<file path="config.mk">
export PLATFORM = sky130hd
export DESIGN_NAME = updn_mod_counter
export DESIGN_NICKNAME = d
export VERILOG_FILES = /design/src/rtl/updn_mod_counter.sv
export SDC_FILE = /design/constraint.sdc
export NUM_CORES = 1
export LEC_CHECK = 0
export CORE_AREA = 2 2 39 41
export CTS_BUF_LIST = sky130_fd_sc_hd__clkbuf_16
export DETAILED_ROUTE_END_ITERATION = 7
export DIE_AREA = 0 0 41 43
export GPL_TIMING_DRIVEN = 0
export PLACE_DENSITY = 0.67
export SETUP_SLACK_MARGIN = 0.1
export SYNTH_ARGS = -nofsm -noshare
export SYNTH_HDL_FRONTEND = slang
export SYNTH_SLANG_ARGS = --single-unit
</file>
<file path="constraint.sdc">
create_clock -name clk -period 3.4 [get_ports clk]
set_input_delay 1.02 -clock clk [delete_from_list [all_inputs] [get_ports clk]]
set_output_delay 1.02 -clock clk [all_outputs]
set_load 0.01 [all_outputs]
</file>
<file path="src/rtl/updn_mod_counter.sv">
// updn_mod_counter: up/down modulo counter with programmable modulus and step.
//
// Terminal behaviours selected by mode: 00/11 wrap, 01 saturate, 10 one-shot.
// tc strobes on each overflow/underflow step. done latches on the one-shot clip.
//
// Ports:
//   clk      in   system clock, rising edge
//   rst      in   asynchronous active-high reset
//   en       in   step enable
//   load     in   synchronous load of data_in (priority over en)
//   data_in  in   load value, clamped to MAX_VAL
//   up       in   1 = count up by INCR, 0 = count down by INCR
//   mode     in   terminal behaviour select
//   out      out  current count (registered)
//   tc       out  terminal-count strobe (registered)
//   done     out  one-shot finished flag (registered)
//
// Optional feature macro: UPDN_MOD_COUNTER_PRESCALE_EN
//   When defined, adds parameter PRESCALE. A step then happens only on every
//   PRESCALE-th qualified en cycle.
module updn_mod_counter #(
  parameter int unsigned WIDTH   = 4,
  parameter int unsigned INCR    = 1,
  parameter int unsigned MAX_VAL = 2**WIDTH-1
`ifdef UPDN_MOD_COUNTER_PRESCALE_EN
  ,
  parameter int unsigned PRESCALE = 4
`endif
) (
  input  logic             clk,
  input  logic             rst,
  input  logic             en,
  input  logic             load,
  input  logic [WIDTH-1:0] data_in,
  input  logic             up,
  input  logic [1:0]       mode,
  output logic [WIDTH-1:0] out,
  output logic             tc,
  output logic             done
);

  // All arithmetic is done one bit wider so overflow is visible.
  localparam logic [WIDTH:0] LP_MAX     = (WIDTH+1)'(MAX_VAL);
  localparam logic [WIDTH:0] LP_INCR    = (WIDTH+1)'(INCR);
  localparam logic [WIDTH:0] LP_MOD     = (WIDTH+1)'(MAX_VAL + 1);
  localparam logic [WIDTH:0] LP_WRAP_DN = (WIDTH+1)'(MAX_VAL + 1 - INCR);

  logic [WIDTH-1:0] r_out;
  logic             r_tc;
  logic             r_done;

  logic [WIDTH:0]   w_ext;
  logic [WIDTH:0]   w_sum;
  logic             w_ovf;
  logic             w_unf;
  logic             w_clip;
  logic             w_wrap;
  logic             w_oneshot;
  logic             w_en_q;
  logic             w_step;
  logic [WIDTH-1:0] w_next;
  logic [WIDTH-1:0] w_load_val;

  assign w_ext     = {1'b0, r_out};
  assign w_sum     = w_ext + LP_INCR;
  assign w_ovf     = w_sum > LP_MAX;
  assign w_unf     = w_ext < LP_INCR;
  assign w_clip    = up ? w_ovf : w_unf;
  assign w_oneshot = (mode == 2'b10);
  assign w_wrap    = (mode == 2'b00) || (mode == 2'b11);
  // A latched one-shot ignores en entirely.
  assign w_en_q    = en && !r_done;

  assign w_load_val = ({1'b0, data_in} > LP_MAX) ? WIDTH'(LP_MAX) : data_in;

`ifdef UPDN_MOD_COUNTER_PRESCALE_EN
  localparam int unsigned            LP_PW       = (PRESCALE > 1) ? $clog2(PRESCALE) : 1;
  localparam logic [LP_PW-1:0]       LP_PRE_LAST = LP_PW'(PRESCALE - 1);

  logic [LP_PW-1:0] r_pre;
  logic             w_pre_last;

  assign w_pre_last = (r_pre == LP_PRE_LAST);
  assign w_step     = w_en_q && w_pre_last;

  always_ff @(posedge clk or posedge rst) begin
    if (rst) begin
      r_pre <= '0;
    end else if (load) begin
      r_pre <= '0;
    end else if (w_en_q) begin
      r_pre <= w_pre_last ? '0 : LP_PW'(r_pre + 1'b1);
    end
  end
`else
  assign w_step = w_en_q;
`endif

  always_comb begin
    w_next = r_out;
    if (up) begin
      if (w_ovf) begin
        w_next = w_wrap ? WIDTH'(w_sum - LP_MOD) : WIDTH'(LP_MAX);
      end else begin
        w_next = WIDTH'(w_sum);
      end
    end else begin
      if (w_unf) begin
        w_next = w_wrap ? WIDTH'(w_ext + LP_WRAP_DN) : '0;
      end else begin
        w_next = WIDTH'(w_ext - LP_INCR);
      end
    end
  end

  always_ff @(posedge clk or posedge rst) begin
    if (rst) begin
      r_out  <= '0;
      r_tc   <= 1'b0;
      r_done <= 1'b0;
    end else if (load) begin
      r_out  <= w_load_val;
      r_tc   <= 1'b0;
      r_done <= 1'b0;
    end else begin
      r_tc <= w_step && w_clip;
      if (w_step) begin
        r_out <= w_next;
        if (w_clip && w_oneshot) begin
          r_done <= 1'b1;
        end
      end
      // Leaving one-shot mode releases the latch; w_step is 0 while done is set.
      if (r_done && !w_oneshot) begin
        r_done <= 1'b0;
      end
    end
  end

  assign out  = r_out;
  assign tc   = r_tc;
  assign done = r_done;

endmodule

</file>
==> flow_results.org, run 1 <==
** Cells and area
- Filler cell count in the final layout :: 136
- Compared with the post-synthesis result, the final layout area differs by 53.4%.
- Sequential cell area in the final layout :: 150 um2
- 0 antenna diodes ended up in the layout.
- Of the cells placed in the final design, the portion with a size suffix greater than 1 is 0.130.
- Combined area of the multi-input logic cells :: approximately 290 um2
- The final layout contains 94 nets.

** Route
- Detailed-routing iteration count for the pre-antenna-repair pass :: 6
- The final layout contains routed wiring with a total length of 1160 um.
- Average routed wire per standard cell :: ~12 um
- For this block, the initial DRC count from the detailed router was 14.
- Once detail routing completed, the nets flagged for antenna violations numbered 0.
- Average vias per placed instance :: 5.24
- Vias after detailed routing :: 487
- In the routed design, unresolved DRC markers number 0.

** Worst setup path
- On the critical path, the stage with the largest delay is an instance of sky130_fd_sc_hd__clkdlybuf4s50_1.
- On the critical path the largest part of the delay comes from buffers and inverters.
- Data arrives at the worst endpoint at 2.41 ns.
- In this run the worst path has a maximum fanout of 4.
- CP peak stage delay :: 0.45 ns
- CP required :: approximately 3.5 ns
- The worst setup path is captured at a flip-flop.
- The critical path in this run is classified as in -> reg.
- Traced cell by cell, the critical path runs through clkdlybuf4s50_1 -> inv_1 -> ha_1 -> nor2b_1 -> nor3_2 -> nor3_2 -> a21oi_2.
- In this design, the critical path's most frequently occurring cell is sky130_fd_sc_hd__nor3_2.
- Number of buffer and inverter stages on the critical path :: 2
- STA classifies the critical path startpoint as a primary input.

** Clock tree
- Clock Tree Root :: sky130_fd_sc_hd__clkbuf_16
- After clock tree synthesis, the clock-pin slew on the worst setup and hold paths is ~0.030 ns.
- The clock reaches the later pin of the worst-skew pair after between 0.2 and 0.25 ns.
- TritonCTS clock tree :: done
- In this run, post-CTS hold repair placed 0 buffers.
- Once the clock tree was built, the setup fixing pass inserted 0 buffers.
- Buffer levels on the longest clock path :: 2
- The tree built by TritonCTS fans out to 6 sinks.
- The number of clock buffers added by TritonCTS is 3.
- CTS built an H-tree with a depth of 1.
- After clock tree synthesis, the repair step resized 0 gates.

** Pwr
- After layout, the design draws a total of 0.368 mW.
- Worst vdd ir :: between 0.3 and 0.4 mV
- The analysis attributes to cell leakage a power of 0.318 nW.
- Pwr per Cell Area :: 502 mW/mm2

** Synthesis
- FF+latch count, synth :: 6
- The synthesized netlist contains 26 unique library cells.
- Total of warnings raised by yosys :: 0
- Cell accounting for the most synthesized area :: sky130_fd_sc_hd__dfrtp_1
- Net count after synthesis :: 73
- Post-Syn Instances :: a little under 60
- In this run the mean area of a mapped cell was 8.24 um2.
- Of the post-synthesis cell area, the dominant cell type holds 0.314.
- By area the synthesized netlist is led by sky130_fd_sc_hd__dfrtp_1, sky130_fd_sc_hd__ha_1, sky130_fd_sc_hd__a21oi_1.
- Mapped Area :: 478 um2
- Sequential cell area fraction in the yosys report :: 0.314

** Timing
- For the pin with the worst max-slew slack, the measured transition is 0.348 ns.
- Setup repair after global routing left no endpoint under its margin.
- Highest achievable clock rate :: 0.432 GHz
- Final-report max-slew violation count :: 0
- Worst clock skew :: 0.00115 ns
- Final setup violation count :: 0
- The worst pin sits at a relative slew slack of 0.768.
- The worst path needs roughly 2.3 ns of the cycle, external delays included.
- Final-layout setup total negative slack :: 0 ns
- Dividing the final minimum period by the clock period gives 0.681.
- Final Hold Viols :: 0

** GRT
- Antenna violations before repair :: 0
- For this run the aggregate overflow at the end of global routing stands at 0.
- For this run, global-route usage on met2 was measured as 0.244.
- Global-route layer with the greatest usage :: met2
- The first global-routing pass estimated 2010 um of wire.
- Total track usage :: 0.171
- Entering global routing, the biggest net connects 11 pins.
- In the global route stage, met1 resource usage came out at 0.220.
- For met3 alone, demand over resource in global routing was 0.0628.
- The number of global-route vias before repair is 467.

** Place
- The congestion estimate from routability-driven global placement came to 0.708.
- Buffers on Ports :: 16
- The wire-length estimate of the detail-placed layout is 885 um.

** Floorplanning
- Measured along the x axis, the die boundary spans just over 40 um.
- Initial Utilization :: 0.345
- Die height :: approximately 43 um
- In this run the core area contains 14 standard-cell rows.
- Pin placement for this block handled 17 I/O pins.
- The die covers 0.00176 mm2.
- The core region is 0.00138 mm2.

** Flow run
- MaxCap Viol Count :: 0

** Run status
- The flow ran to the end, and the final reports show no timing, DRC or antenna violations.

** Min path
- Worst hold path type :: reg -> reg
==> worst register-to-register path: cells and delay by family (launching register included) <==
kind	cells	cell delay, ns
flops	1	0.45
simple gates	1	0.16
compound gates	2	0.46
buf+inv	1	0.12
fa+ha+maj	2	0.72
==> synth_stat cells (all sizes together) <==
| library cell | instances |
|---|---|
| a211oi | 1 |
| a21o | 1 |
| a21oi | 7 |
| a31oi | 1 |
| and3 | 2 |
| buf | 2 |
| dfrtp | 6 |
| ha | 4 |
| inv | 7 |
| maj3 | 1 |
| nand2 | 4 |
| nand2b | 1 |
| nand3 | 1 |
| nand4 | 1 |
| nor2 | 5 |
| nor2b | 2 |
| nor3 | 3 |
| nor3b | 1 |
| o21ai | 2 |
| o22ai | 4 |
| o41ai | 1 |
| or4 | 1 |
==> registers in the layout, indices dropped and copies added (netlist names) <==
register	flops
tc	1
done	1
out	4
==> per-stage QoR <==
| step | util | setup slack [ns] | cells | hold slack [ns] | instance area, um2 |
|---|---|---|---|---|---|
| 6_report | 0.530 | 1.09 | 93 | 0.509 | 733 |
| 5_1_grt | 0.530 | 0.989 | 93 | 0.544 | 733 |
| 4_1_cts | 0.530 | 1.08 | 93 | 0.520 | 733 |
| 3_5_place_dp | 0.476 | 0.851 | 90 | 0.512 | 658 |
| 3_3_place_gp | 0.476 | 0.853 | 90 | 0.514 | 658 |
| 2_1_floorplan | - | 1.44 | 58 | 0.530 | 478 |
==> cells by family after synthesis <==
| logic type | share of synthesized area |
|---|---|
| compound gates | 0.217 |
| fa+ha+maj | 0.126 |
| buf+inv | 0.0890 |
| flops | 0.314 |
| simple gates | 0.254 |
==> layout make-up <==
cell class,count,area share
clock buffers,3,0.102
well taps,16,0.0273
plain buffers,2,0.0222
multi-input cells,43,0.389
inverters,7,0.0358
repair buffers,16,0.218
flip-flops and latches,6,0.205
==> path summary, 6_finish.rpt <==
path	from	to	slack, ns	depth (start not counted)
min	done	done	0.51	2
max reg2reg	out[0]	out[1]	1.34	6
max in group asynchronous	rst	out[0]	2.19	2
min reg2reg	done	done	0.51	2
min in group asynchronous	rst	tc	1.02	2
max	mode[0]	out[3]	1.09	7
==> cells in the final DEF (no fill, tap or decap), drive strengths merged <==
cell type and instances:
clkbuf 3, o41ai 1, nand2b 1, nand4 1, dfrtp 6, or4 1
a21oi 7, nor2b 2, nor3 3, a31oi 1, nand3 1, inv 7
and3 2, clkdlybuf4s50 16, buf 2, nor2 5, a21o 1, o21ai 2
nor3b 1, ha 4, maj3 1, o22ai 4, nand2 4, a211oi 1
==> power breakdown <==
group / switching (mW) / internal, mW
clock: 0.0378 / 0.151
sequential: 0.00801 / 0.0784
combinational: 0.0446 / 0.0485
==> routing by layer <==
layer  vias to the layer above  share of wire
li1                        251              -
met1                       222           0.43
met2                        14           0.52
met3                         0          0.054
met4                         0              0
met5                         -              0
Note: power is estimated with default switching activity, not from simulation.
==> inputs of run 2 (changes only) <==
- PLACE_DENSITY: 0.67 -> 0.7
- clock period: 3.4 -> 1.85 ns (I/O delays scaled with it)
==> run 2 against run 1 <==
  * Global-route usage increased by 1.6 points
  * Combinational power increased by 130%
  * Total power up 99%
  * Final area is 11% higher
  * Via count grew 2.1%
  * Non-clock buffer count rose by 2
  * First-iteration DRC count is 71% lower
  * Core utilization grew 5.8 points
  * Flip-flop and latch count is the same
  * Register-to-register slack worse by 1.2 ns
  * Largest cell class unchanged
  * Highest routed layer is now met4
==> flow_results.org, run 2 (synthesis gave the netlist of run 1 again) <==
** Pwr
- Fraction of power consumed by combinational cells :: 0.298 (+0.045)
- Share of power burned in the clock network :: 0.491 (-0.021)
- Switching power total :: 0.193 mW (+110%)
- Overall power consumption :: 0.732 mW (+99%)
- Worst vdd ir :: 0.843 mV (+140%)
- Leak Pwr :: 0.335 nW (+5.4%)
- The register share of total power is 0.211 (-0.024).
- The internal portion of total power came to 0.538 mW (+94%).
- Switching share of power :: 0.264 (+0.0183)
- Pwr per Cell Area :: 899 mW/mm2 (+79%)

** GRT
- Number of global-route vias before repair :: 498 (+6.6%)
- Largest net degree at the start of global routing :: 11 (unchanged)
- Antenna violations before repair :: 0 (unchanged)
- Wire length of the first global-routing pass :: 2080 um (+3.4%)
- Total track usage :: 0.187 (+0.0160)
- Remaining global-route overflow :: 0 (unchanged)

** Cells and area
- Leaving out fill and tap cells, the most frequent cell in the layout is sky130_fd_sc_hd__clkdlybuf4s50_1.
- Layout overhead on the synthesized area :: 70.2%
- The net total in the final layout came to 96 (+2.1%).
- The number of flip-flops in the largest register is 4 (unchanged).
- The antenna diode count is 0 (unchanged).
- Share of final-layout standard cells stronger than drive strength 1 :: 0.300 (+0.170)
- Commonest cells after routing, fill and taps aside :: sky130_fd_sc_hd__clkdlybuf4s50_1, sky130_fd_sc_hd__inv_1, sky130_fd_sc_hd__nor2_1, sky130_fd_sc_hd__a21oi_1

** Timing
- The worst setup skew after layout is 0.00286 ns (+0.00172 ns).
- Post-route minimum period :: 1.71 ns
- The count of endpoints failing hold in the final timing report was 0 (unchanged).
- Worst max-slew margin expressed relative to the limit :: 0.837 (+0.0694)
- The total setup violations reported at the end of the flow came to 0 (unchanged).
- Transition time at the pin with the least slew margin :: 0.241 ns (-0.107 ns)
- Final-report max-slew violation count :: 0 (unchanged)
- Final Cycle Share :: 0.922
- Final-layout setup total negative slack :: 0 ns (unchanged)
- Setup repair after global routing missed its margin :: true
- Derived from the worst setup path, the maximum achievable clock frequency is 0.586 GHz.

** Worst setup path
- The critical path is of the reg -> out type.
- In this run the critical register-to-register path is launched from out[0].
- On the critical path, the stage with the largest delay is an instance of sky130_fd_sc_hd__clkdlybuf4s50_1.
- Internal reg-to-reg setup slack :: 0.19 ns (-1.15 ns)
- The sum of buffers and inverters on the critical path is 1 (-1).
- Largest delay contributor family on the critical path :: buffers and inverters
- CP required :: 1.29 ns (-2.21 ns)
- Type of origin of the critical path :: flip-flop
- CP peak stage delay :: 0.54 ns (+0.09 ns)
- Endpoint of the worst register-to-register path :: done
- Worst setup endpoint :: out[0]
- Critical Path End Type :: output pin
- Tracing the worst setup path back leads to its startpoint at out[0].
- The data arrival time of the critical path was 1.15 ns (-1.26 ns).
- The maximum fanout count along the critical path came to 3 (-1).
- R2r worst-path depth :: 6 (unchanged)
- The number of cells on the critical path was 1 (-6).
- Cells traversed along the worst timing path :: clkdlybuf4s50_1

** Route
- Detailed-routing iteration count for the pre-antenna-repair pass :: 4 (-2)
- Average routed wire per standard cell :: 13.3 um (+6.7%)
- Number of DRC violations after detailed-routing iteration 0 :: 4 (-10)
- The vias per cell is 5.18 (-1.1%).
- The final routed DRC violation total came to 0 (unchanged).
- The total number of vias was 497 (+2.1%).
- The final wirelength is 1280 um (+10%).
- The number of nets still failing antenna checks after routing came to 0 (unchanged).

** Clock tree
- Clock tree synthesis selected as its root buffer the cell sky130_fd_sc_hd__clkbuf_16.
- The number of sinks handled by clock tree synthesis was 6 (unchanged).
- Buffer levels on the longest clock path :: 2 (unchanged)
- The depth of the CTS H-tree came to 1 (unchanged).
- Clk slew on worst S/H paths :: 0.04 ns (about the same)
- The latest clock arrival within the worst-skew pair came to 0.23 ns (about the same).
- Total clock buffers created by CTS :: 3 (unchanged)
- TritonCTS clock tree :: done

** Floorplanning
- The number of I/O pins came to 17 (unchanged).
- Initial Utilization :: 0.345 (unchanged)
- The cell row count is 14 (unchanged).
- Core area :: 0.00138 mm2 (unchanged)
- The area enclosed by the die boundary came to 0.00176 mm2 (unchanged).
- The width of the die came to 41 um (unchanged).
- Die height :: 43 um (unchanged)

** Place
- The sum of net half-perimeters after detailed placement was 888 um (+0.33%).
- Placer's final routability congestion estimate :: 0.731 (+3.3%)
- The number of I/O port buffers was 16 (unchanged).

** Min path
- The worst hold path belongs to the class reg -> reg.

** Run status
- Result of the run :: completed

** Flow run
- The number of max-cap violations was 0 (unchanged).
run 2: layout make-up:
class / count / area, um2
Clock buffer: 3 / 75.1
Tap cell: 16 / 20.0
Buffer: 2 / 16.3
Multi-Input combinational cell: 43 / 349
Inverter: 7 / 26.3
Fill cell: 138 / 571
Timing Repair Buffer: 18 / 170
Sequential cell: 6 / 153
Clock inverter: 1 / 3.75
run 2: per-layer routing:
metal  global-route usage  wire (um)
met1                0.206        532
met5                    0          0
met4               0.0800         13
met2                0.278        664
met3                0.110         69
run 2: what timing repair did:
item                                    4_1_cts  5_1_grt
gates resized for setup                       6        8
hold buffers                                  0        0
endpoints found under the setup margin        8        5
hold endpoints to repair                      0        0
buffers inserted                              2        0
pin swaps                                     1        3
run 2: worst min-delay path, delay by kind of cell (launching register included):
| kind | cells | cell delay [ns] |
|---|---|---|
| flops | 1 | 0.36 |
| simple gates | 1 | 0.05 |
| compound gates | 1 | 0.07 |
run 2: how the worst min path moves through the flow:
stage / startpoint / to / slack, ns / cells after the start
after floorplan: rst / done / 0.35 / 1
after global placement: done / done / 0.51 / 2
after detailed placement: done / done / 0.51 / 2
after CTS: done / done / 0.52 / 2
after global routing: done / done / 0.55 / 2
final: done / done / 0.51 / 2
run 2: power groups by stage:
stage | sequential [mW] | combinational [mW] | clock, mW
6_report | 0.155 | 0.218 | 0.359
5_1_grt | 0.156 | 0.241 | 0.380
4_1_cts | 0.154 | 0.192 | 0.367
3_5_place_dp | 0.161 | 0.171 | 0
3_3_place_gp | 0.161 | 0.167 | 0
2_1_floorplan | 0.164 | 0.0977 | 0
run 2: through the flow:
stage	hold slack, ns	setup WS, ns	std cells	util	area (um2)
after floorplan	0.346	0.107	58	-	483
after global placement	0.512	-0.211	90	0.479	663
after detailed placement	0.513	-0.247	90	0.479	663
after CTS	0.520	0.125	96	0.559	773
after global routing	0.553	0.0904	96	0.588	813
final	0.515	0.144	96	0.588	813
